### src/rtl/rr_stream_sel_if.sv
// Handshake bundle between two producers (x, y), the round-robin selector and its consumer.
// The slave modport is the selector's view; the master modport drives sources and the sink.
interface rr_stream_sel_if #(
  parameter int W = 5
);
  logic         x_valid;
  logic [W-1:0] x_data;
  logic         x_ready;
  logic         y_valid;
  logic [W-1:0] y_data;
  logic         y_ready;
  logic [W-1:0] z;
  logic         z_valid;
  logic         z_ready;
  logic         sel;

  modport slave (
    input  x_valid, x_data, y_valid, y_data, z_ready,
    output x_ready, y_ready, z, z_valid, sel
  );

  modport master (
    output x_valid, x_data, y_valid, y_data, z_ready,
    input  x_ready, y_ready, z, z_valid, sel
  );
endinterface

### src/rtl/rr_stream_sel.sv
// Two-input round-robin stream arbiter with a one-entry output register and bounded bursts.
// sel tags the registered word with its source (0 = x, 1 = y) for the downstream 2:1 selector.
module rr_stream_sel #(
  parameter int W         = 5,
  parameter int MAX_BURST = 4
) (
  input  logic             clk,
  input  logic             rst_n,
  rr_stream_sel_if.slave   bus
);

  typedef enum logic [1:0] {
    IDLE  = 2'd0,
    OWN_X = 2'd1,
    OWN_Y = 2'd2
  } state_t;

  localparam logic [3:0] MAX_B = 4'(MAX_BURST);

  state_t       state_q, state_d;
  logic [3:0]   cnt_q, cnt_d;
  logic         pri_q, pri_d;     // 0: x wins the next tie, 1: y wins
  logic [W-1:0] z_q, z_d;
  logic         z_valid_q, z_valid_d;
  logic         sel_q, sel_d;

  logic         load_s;
  logic         gnt_x_s;
  logic         gnt_y_s;
  logic [3:0]   cnt_inc_s;

  assign load_s    = !z_valid_q || bus.z_ready;
  assign cnt_inc_s = (cnt_q < MAX_B) ? (cnt_q + 4'd1) : MAX_B;

  // Grant: the owner keeps the slot until its burst budget is spent, then yields to a waiting peer.
  always_comb begin
    gnt_x_s = 1'b0;
    gnt_y_s = 1'b0;
    case (state_q)
      IDLE: begin
        if (bus.x_valid && bus.y_valid) begin
          gnt_x_s = !pri_q;
          gnt_y_s = pri_q;
        end else if (bus.x_valid) begin
          gnt_x_s = 1'b1;
        end else if (bus.y_valid) begin
          gnt_y_s = 1'b1;
        end else begin
          gnt_x_s = 1'b0;
        end
      end
      OWN_X: begin
        if (bus.x_valid && (cnt_q < MAX_B)) begin
          gnt_x_s = 1'b1;
        end else if (bus.y_valid) begin
          gnt_y_s = 1'b1;
        end else if (bus.x_valid) begin
          gnt_x_s = 1'b1;
        end else begin
          gnt_x_s = 1'b0;
        end
      end
      OWN_Y: begin
        if (bus.y_valid && (cnt_q < MAX_B)) begin
          gnt_y_s = 1'b1;
        end else if (bus.x_valid) begin
          gnt_x_s = 1'b1;
        end else if (bus.y_valid) begin
          gnt_y_s = 1'b1;
        end else begin
          gnt_y_s = 1'b0;
        end
      end
      default: begin
        gnt_x_s = 1'b0;
        gnt_y_s = 1'b0;
      end
    endcase
  end

  // Next state: everything holds on a stall; a transfer reloads the slot and updates ownership.
  always_comb begin
    state_d   = state_q;
    cnt_d     = cnt_q;
    pri_d     = pri_q;
    z_d       = z_q;
    z_valid_d = z_valid_q;
    sel_d     = sel_q;
    if (load_s) begin
      if (gnt_x_s) begin
        z_d       = bus.x_data;
        sel_d     = 1'b0;
        z_valid_d = 1'b1;
        state_d   = OWN_X;
        pri_d     = 1'b1;
        cnt_d     = (state_q == OWN_X) ? cnt_inc_s : 4'd1;
      end else if (gnt_y_s) begin
        z_d       = bus.y_data;
        sel_d     = 1'b1;
        z_valid_d = 1'b1;
        state_d   = OWN_Y;
        pri_d     = 1'b0;
        cnt_d     = (state_q == OWN_Y) ? cnt_inc_s : 4'd1;
      end else begin
        z_valid_d = 1'b0;
        state_d   = IDLE;
        cnt_d     = 4'd0;
      end
    end else begin
      z_valid_d = z_valid_q;
    end
  end

  // State and output registers.
  always_ff @(posedge clk or negedge rst_n) begin
    if (!rst_n) begin
      state_q   <= IDLE;
      cnt_q     <= 4'd0;
      pri_q     <= 1'b0;
      z_q       <= '0;
      z_valid_q <= 1'b0;
      sel_q     <= 1'b0;
    end else begin
      state_q   <= state_d;
      cnt_q     <= cnt_d;
      pri_q     <= pri_d;
      z_q       <= z_d;
      z_valid_q <= z_valid_d;
      sel_q     <= sel_d;
    end
  end

  assign bus.x_ready = load_s && gnt_x_s;
  assign bus.y_ready = load_s && gnt_y_s;
  assign bus.z       = z_q;
  assign bus.z_valid = z_valid_q;
  assign bus.sel     = sel_q;

endmodule

### src/flat_wrapper.sv
// flat-port wrapper written by rule: the top's interface ports become plain ports
module rr_stream_sel_flat 
#(
  parameter int W         = 5,
  parameter int MAX_BURST = 4
)
  (clk, rst_n, bus_x_valid, bus_x_data, bus_y_valid, bus_y_data, bus_z_ready, bus_x_ready, bus_y_ready, bus_z, bus_z_valid, bus_sel);
  rr_stream_sel_if #(.W(W)) bus_i ();
  input  logic clk;
  input  logic rst_n;
  input wire logic [$bits(bus_i.x_valid)-1:0] bus_x_valid;
  input wire logic [$bits(bus_i.x_data)-1:0] bus_x_data;
  input wire logic [$bits(bus_i.y_valid)-1:0] bus_y_valid;
  input wire logic [$bits(bus_i.y_data)-1:0] bus_y_data;
  input wire logic [$bits(bus_i.z_ready)-1:0] bus_z_ready;
  output wire logic [$bits(bus_i.x_ready)-1:0] bus_x_ready;
  output wire logic [$bits(bus_i.y_ready)-1:0] bus_y_ready;
  output wire logic [$bits(bus_i.z)-1:0] bus_z;
  output wire logic [$bits(bus_i.z_valid)-1:0] bus_z_valid;
  output wire logic [$bits(bus_i.sel)-1:0] bus_sel;
  assign bus_i.x_valid = bus_x_valid;
  assign bus_i.x_data = bus_x_data;
  assign bus_i.y_valid = bus_y_valid;
  assign bus_i.y_data = bus_y_data;
  assign bus_i.z_ready = bus_z_ready;
  assign bus_x_ready = bus_i.x_ready;
  assign bus_y_ready = bus_i.y_ready;
  assign bus_z = bus_i.z;
  assign bus_z_valid = bus_i.z_valid;
  assign bus_sel = bus_i.sel;
  rr_stream_sel #(.W(W), .MAX_BURST(MAX_BURST)) u_core (.clk(clk), .rst_n(rst_n), .bus(bus_i));
endmodule
### config.mk
export PLATFORM = sky130hd
export DESIGN_NAME = rr_stream_sel_flat
export DESIGN_NICKNAME = d
export VERILOG_FILES = /design/src/rtl/rr_stream_sel_if.sv /design/src/rtl/rr_stream_sel.sv /design/src/flat_wrapper.sv
export SDC_FILE = /design/constraint.sdc
export NUM_CORES = 1
export LEC_CHECK = 0
export BUFFER_PORTS_ARGS = -buffer_cell sky130_fd_sc_hd__buf_2
export CAP_MARGIN = 20
export CELL_PAD_IN_SITES_DETAIL_PLACEMENT = 0
export CELL_PAD_IN_SITES_GLOBAL_PLACEMENT = 2
export CORE_MARGIN = 2
export CORE_UTILIZATION = 32
export DETAILED_ROUTE_END_ITERATION = 10
export GPL_TIMING_DRIVEN = 0
export PLACE_DENSITY_LB_ADDON = 0.1
export SLEW_MARGIN = 20
export SYNTH_ARGS = -nofsm -noshare
export SYNTH_HDL_FRONTEND = slang
export SYNTH_SLANG_ARGS = --single-unit
### constraint.sdc
create_clock -name clk -period 5.6 [get_ports clk]
set_clock_uncertainty 0.05 [all_clocks]
set_input_delay 1.4 -clock clk [delete_from_list [all_inputs] [get_ports clk]]
set_output_delay 1.4 -clock clk [all_outputs]
set_load 0.05 [all_outputs]
==> key figures, run 1 <==
Status
  • Status: complete, no violations

Route
  • Routed length per placed instance: ~14 um
  • Detailed Route Iter0 Violations: 8
  • Vias post-DR: a little under 700
  • Vias per inst: approximately 5.3
  • # DRC: 0
  • DRT Pass-1 Iters: 4
  • Final ANT Viol Nets: 0
  • Routed wire length: approximately 1800 um

Logic synthesis
  • Seq cells post-synth: 14
  • Sequential area share after synthesis: 45.6%
  • Number of synthesized flops with an enable pin: 0
  • Top post-synthesis cells by count: dfrtp_1 (14), or3_1 (6), nand2_1 (5), o221a_1 (5)
  • Largest family of logic cells by synthesized area: compound AO/OA/AOI/OAI gates
  • Mapped Area: roughly 770 sq um
  • Post-Synth Simple-Gate Area: roughly 20%
  • Synth Area in XOR/XNOR: 0%
  • Yosys Warn Count: 0
  • Post-synthesis compound-gate area fraction: a little under 30%
  • Synth Net Count: 89
  • Yosys top cell by area: dfrtp_1
  • Gate Count Post-Synth: 73
  • Synth Flop Type: dfrtp_1
  • Most common cell in the netlist: dfrtp_1
  • Synth top area share: between 40% and 50%
  • Fraction of registers with async set/reset: between 90% and 100%
  • Area contributors post-synth: dfrtp_1 (46%), o221a_1 (7.3%), or3_1 (4.9%)
  • Adder-cell share of the synthesized area: ~1.6%
  • Mux contribution to synthesized area: 0%
  • Syn_area_per_cell: 10.5 sq um
  • Netlist cell types: 33

Floorplan
  • Width of the die: 53.0 um
  • Core Footprint: approximately 0.0022 sq mm
  • Std-Cell Rows: 17
  • Io pins: 24
  • Vert. Die Dim: approximately 53 um
  • Starting Density: between 30% and 40%
  • Die area: ~0.0028 sq mm

Finish
  • N_diodes: 0
  • Core Util, Final: roughly 43%
  • Design area: 955 sq um
  • Non-Filler Instances: about 130
  • Final nets: about 120
  • Share of layout cells above drive strength 1: approximately 33%
  • Layout area overhead: 24.3%

Clocking
  • Post-cts resize count: 0
  • Post-CTS Setup Bufs: 0
  • CTS tree: yes
  • Bufs on Longest Clock Path: 2
  • Cts hold-fix bufs: 0
  • Reg clk slew, reported paths: ~0.1 ns
  • CTS sink cnt: 14
  • TritonCTS buffer count: 3
  • Clk Latency, worst-skew pair: roughly 0.28 ns
  • CTS Root Cell: clkbuf_4
  • Htree depth: 1

STA
  • RSZ-0062 raised after global routing: false
  • Post-route setup slack: between 1.5 and 2 ns
  • Minimum clock period: around 4.0 ns
  • Worst Max-Slew Pin Slew: around 0.40 ns
  • Period utilisation layout: a little under three quarters
  • Slew headroom: around 73%
  • Hold Slack: ~0.45 ns
  • Final setup viols: 0
  • Setup_tns: 0 ns
  • Final Hold Fails: 0
  • FMAX: roughly 250 MHz
  • Slew Limit Fails: 0

Power and ir drop
  • PD cells: between 400 and 500 mW/mm^2
  • Internal cell power: between 0.2 and 0.25 mW
  • Switching Power: approximately 0.20 mW
  • VDD IR max: 0.182 mV
  • Sequential Power Share: between 30% and 40%
  • Switching share of total power: 45.1%
  • Leakage: approximately 0.44 nW
  • Power, Total: about 0.44 mW
  • Clk pwr share: between 10% and 20%
  • Combinational Power Share: 48.0%

Place
  • Placed Cells: between 100 and 150
  • Detailed placement HPWL: approximately 1400 um
  • Placed inst area: a little over 900 sq um
  • GPL Wtd Cong: approximately 0.75
  • Pre-CTS WS: approximately 1.6 ns
  • PortBufs: 23

Critical path
  • Worst Setup End Kind: output port
  • Worst Setup Start Kind: primary input
  • Critical Path AT: about 2.5 ns
  • Critical Setup Path Class: in -> out
  • Required @ worst endpoint: ~4.2 ns
  • Max FO, Critical Path: 8

GRT
  • Initial antenna violation count: 0
  • Total global routing track utilization: about 15%
  • Largest net degree at the start of global routing: 15
  • First-pass GRT wire length: roughly 3100 um
  • Vias in the first global route: between 600 and 700
  • Remaining Overflow, GRT: 0

Worst hold path
  • Hold WC Path Type: reg -> reg

Flow run
  • # Max-Cap Violations: 0
[cell usage in the layout (no fill, tap or decap), drive strengths merged]
| cell | n |
|---|---|
| a211oi | 1 |
| a21boi | 1 |
| a21o | 1 |
| a21oi | 2 |
| a31o | 1 |
| a31oi | 2 |
| a32o | 2 |
| and2 | 2 |
| buf | 25 |
| clkbuf | 4 |
| dfrtp | 14 |
| ha | 1 |
| inv | 4 |
| nand2 | 5 |
| nand2b | 1 |
| nand3 | 2 |
| nor2 | 3 |
| nor2b | 2 |
| nor3 | 1 |
| nor3b | 1 |
| nor4b | 1 |
| o21a | 1 |
| o21ai | 4 |
| o221a | 5 |
| o221ai | 1 |
| o22ai | 2 |
| o311a | 1 |
| o31a | 1 |
| or2 | 2 |
| or3 | 6 |
| or3b | 1 |
[cell type report]
type	instances	area, sq um
repair buffers	23	115
inverters	4	15.0
fillers	239	1280
multi-input cells	53	387
clock buffers	4	36.3
plain buffers	2	16.3
flip-flops and latches	14	350
well taps	28	35.0
[power by group through the flow]
stage	combinational, mW	sequential [mW]	clock (mW)
2_1_floorplan	0.0966	0.217	0
3_3_place_gp	0.210	0.154	0
3_5_place_dp	0.212	0.154	0
4_1_cts	0.212	0.153	0.0760
5_1_grt	0.228	0.159	0.0814
6_report	0.210	0.153	0.0750
[metal layers]
| metal | up-vias | GRT usage, % | wire, um |
|---|---|---|---|
| li1 | 336 | - | - |
| met3 | 2 | 3.39 | 82 |
| met2 | 19 | 22.1 | 796 |
| met5 | - | 0 | 0 |
| met1 | 318 | 23.3 | 947 |
| met4 | 0 | 3.85 | 14 |
[worst max-delay path, cell delays in order]
cell and delay, ns:
buf_2 0.08, nand2b_1 0.18, nand3_1 0.30, nor2_1 0.27, buf_2 0.30
[sequential cells by signal (all words and copies together), names as in the netlist]
| signal | cells |
|---|---|
| u_core.state_q | 2 |
| u_core.cnt_q | 4 |
| u_core.bus.sel | 1 |
| u_core.bus.z | 5 |
| u_core.bus.z_valid | 1 |
| u_core.pri_q | 1 |
[kinds of logic (layout without fill, tap and decap cells)]
kind of cell / Yosys count / count (layout)
adders and majority gates: 1 / 1
AOI/OAI and AO/OA: 25 / 25
and+or+nand+nor: 27 / 27
buffers and inverters: 6 / 33
DFF: 14 / 14
[worst paths after layout]
path / cells past startpoint / slack (ns) / end / start
hold reg to reg: 1 / 0.45 / u_core.cnt_q[1] / u_core.cnt_q[1]
setup / recovery: 5 / 1.61 / bus_x_ready / bus_z_ready
max in group asynchronous: 1 / 4.30 / u_core.bus.z[1] / rst_n
setup reg to reg: 5 / 3.80 / u_core.bus.z[4] / u_core.cnt_q[2]
hold / removal: 1 / 0.45 / u_core.cnt_q[1] / u_core.cnt_q[1]
min in group asynchronous: 1 / 0.95 / u_core.cnt_q[3] / rst_n
(Power assumes the default switching activity.)
==> run 2: changes to the inputs <==
- CORE_UTILIZATION: 32 -> 27
- clock period: 5.6 -> 3.4 ns (I/O delays scaled with it)
==> run 2 against run 1 <==
  * Sequential power rose by 65%
  * Global-route usage shrank 2.3 points
  * Combinational power is 65% higher
  * Critical path depth did not move
  * Wire length is 1.8% higher
  * Flip-flop and latch count is the same
  * Worst hold slack got worse by 0.052 ns
  * Via count up 1.0%
  * Largest power group unchanged
==> key figures, run 2 (same netlist as run 1, synthesis figures left out) <==
Critical path
  • Reg2reg path depth: 5
  • Max FO, Critical Path: 8
  • Cell Chain, Critical Path: buf_2 > nand2b_1 > nand3_1 > nor2_1 > buf_2
  • Top cell by count, worst path: buf_2
  • Worst r2r src: u_core.state_q[1]
  • Worst Setup End Kind: output port
  • Critical Path AT: ~2.0 ns
  • Critical Setup Path Class: in -> out
  • CP delay by family, top: simple AND/OR/NAND/NOR gates
  • Worst R2R End: u_core.bus.z[4]
  • WP buf/inv: 2
  • R2r setup slk: about 1.6 ns
  • Worst Setup Start Kind: primary input
  • Required @ worst endpoint: about 2.5 ns
  • Slowest cell delay on critical path: 0.30 ns
  • Slowest cell on crit path: buf_2

GRT
  • Total global routing track utilization: 13.2%
  • First-pass GRT wire length: ~3200 um
  • Largest net degree at the start of global routing: 15
  • Vias in the first global route: 646
  • Remaining Overflow, GRT: 0
  • Initial antenna violation count: 0

Clocking
  • Post-cts resize count: 0
  • CTS sink cnt: 14
  • TritonCTS buffer count: 3
  • CTS tree: yes
  • CTS Root Cell: clkbuf_4
  • Bufs on Longest Clock Path: 2
  • Reg clk slew, reported paths: 0.09 ns
  • Post-CTS Setup Bufs: 0
  • Htree depth: 1
  • Cts hold-fix bufs: 0
  • Clk Latency, worst-skew pair: around 0.28 ns

Finish
  • N_diodes: 0
  • Area of the multi-input gates: 387 sq um
  • Final nets: around 120
  • Seq. cell area: ~350 sq um
  • Design area: about 960 sq um
  • Commonest non-fill, non-tap cell in the layout: buf_2
  • # fillers: 293
  • Most frequent cells in the layout: buf_2 (24), dfrtp_1 (14), or3_1 (6)
  • Layout area overhead: 24.8%
  • Share of layout cells above drive strength 1: 33.0%
  • Max FFs per register: 5

STA
  • Final setup viols: 0
  • RSZ-0062 raised after global routing: false
  • Slew headroom: 71.7%
  • FMAX: roughly 350 MHz
  • Final Hold Fails: 0
  • Period utilisation layout: between 80 and 90%
  • Worst Max-Slew Pin Slew: 0.424 ns
  • Slew Limit Fails: 0
  • Minimum clock period: 2.86 ns
  • Setup_tns: 0 ns

Floorplan
  • Core Footprint: 0.00273 sq mm
  • Io pins: 24
  • Vert. Die Dim: roughly 57 um
  • Std-Cell Rows: 19
  • Starting Density: 28.1%
  • Width of the die: ~57 um
  • Die area: approximately 0.0033 sq mm

Route
  • Detailed Route Iter0 Violations: 11
  • # DRC: 0
  • Vias per inst: ~5.2
  • Routed length per placed instance: 14.3 um
  • DRT Pass-1 Iters: 3
  • Vias post-DR: 682
  • Routed wire length: 1870 um
  • Final ANT Viol Nets: 0

Place
  • GPL Wtd Cong: around 0.72
  • Detailed placement HPWL: 1390 um
  • PortBufs: 23
  • Placed inst area: 922 sq um

Power and ir drop
  • VDD IR max: between 0.2 and 0.3 mV
  • Leakage: around 0.44 nW
  • PD cells: approximately 750 mW/mm^2

Flow run
  • # Max-Cap Violations: 0

Status
  • Status: complete, no violations

Worst hold path
  • Hold WC Path Type: in -> async
-- run 2: cell counts in the layout (fill, tap and decap cells not counted) --
No cell type changed its count.
-- run 2: how the worst max path moves through the flow --
stage	start	endpoint	slack (ns)	depth (start not counted)
final	bus_z_ready	bus_x_ready	0.54	5
after global routing	bus_z_ready	bus_x_ready	0.34	5
after CTS	bus_z_ready	bus_x_ready	0.47	5
after detailed placement	bus_z_ready	bus_x_ready	0.46	5
after global placement	bus_z_ready	bus_x_ready	0.46	5
after floorplan	bus_z_ready	bus_x_ready	0.51	3
-- run 2: metrics by stage --
stage / hold WS [ns] / utilization, % / std cells / total power, mW / worst slack, ns
after floorplan: 0.415 / - / 73 / 0.517 / 0.513
after global placement: 0.429 / 33.7 / 127 / 0.605 / 0.455
after detailed placement: 0.435 / 33.7 / 127 / 0.605 / 0.460
after CTS: 0.406 / 35.1 / 131 / 0.729 / 0.469
after global routing: 0.392 / 35.1 / 131 / 0.775 / 0.344
final: 0.403 / 35.1 / 131 / 0.718 / 0.535
-- run 2: final cells by class --
cell class	instances	share of cell area [%]
multi-input combinational	53	40.3
sequential	14	36.6
timing repair buffer	23	12.0
tap	31	4.05
clock buffer	4	3.79
buffer	2	1.70
inverter	4	1.57
-- run 2: power breakdown --
part / switching (mW) / internal, mW
Combinational: 0.231 / 0.115
Sequential: 0.0366 / 0.216
Clock: 0.0545 / 0.0650
Total: 0.322 / 0.396
-- run 2: routing by layer --
layer,GRT usage (%),part of all wire [%]
met1,17.4,48
met2,20.0,47
met3,4.54,4.2
met4,4.98,1.1
met5,0,0
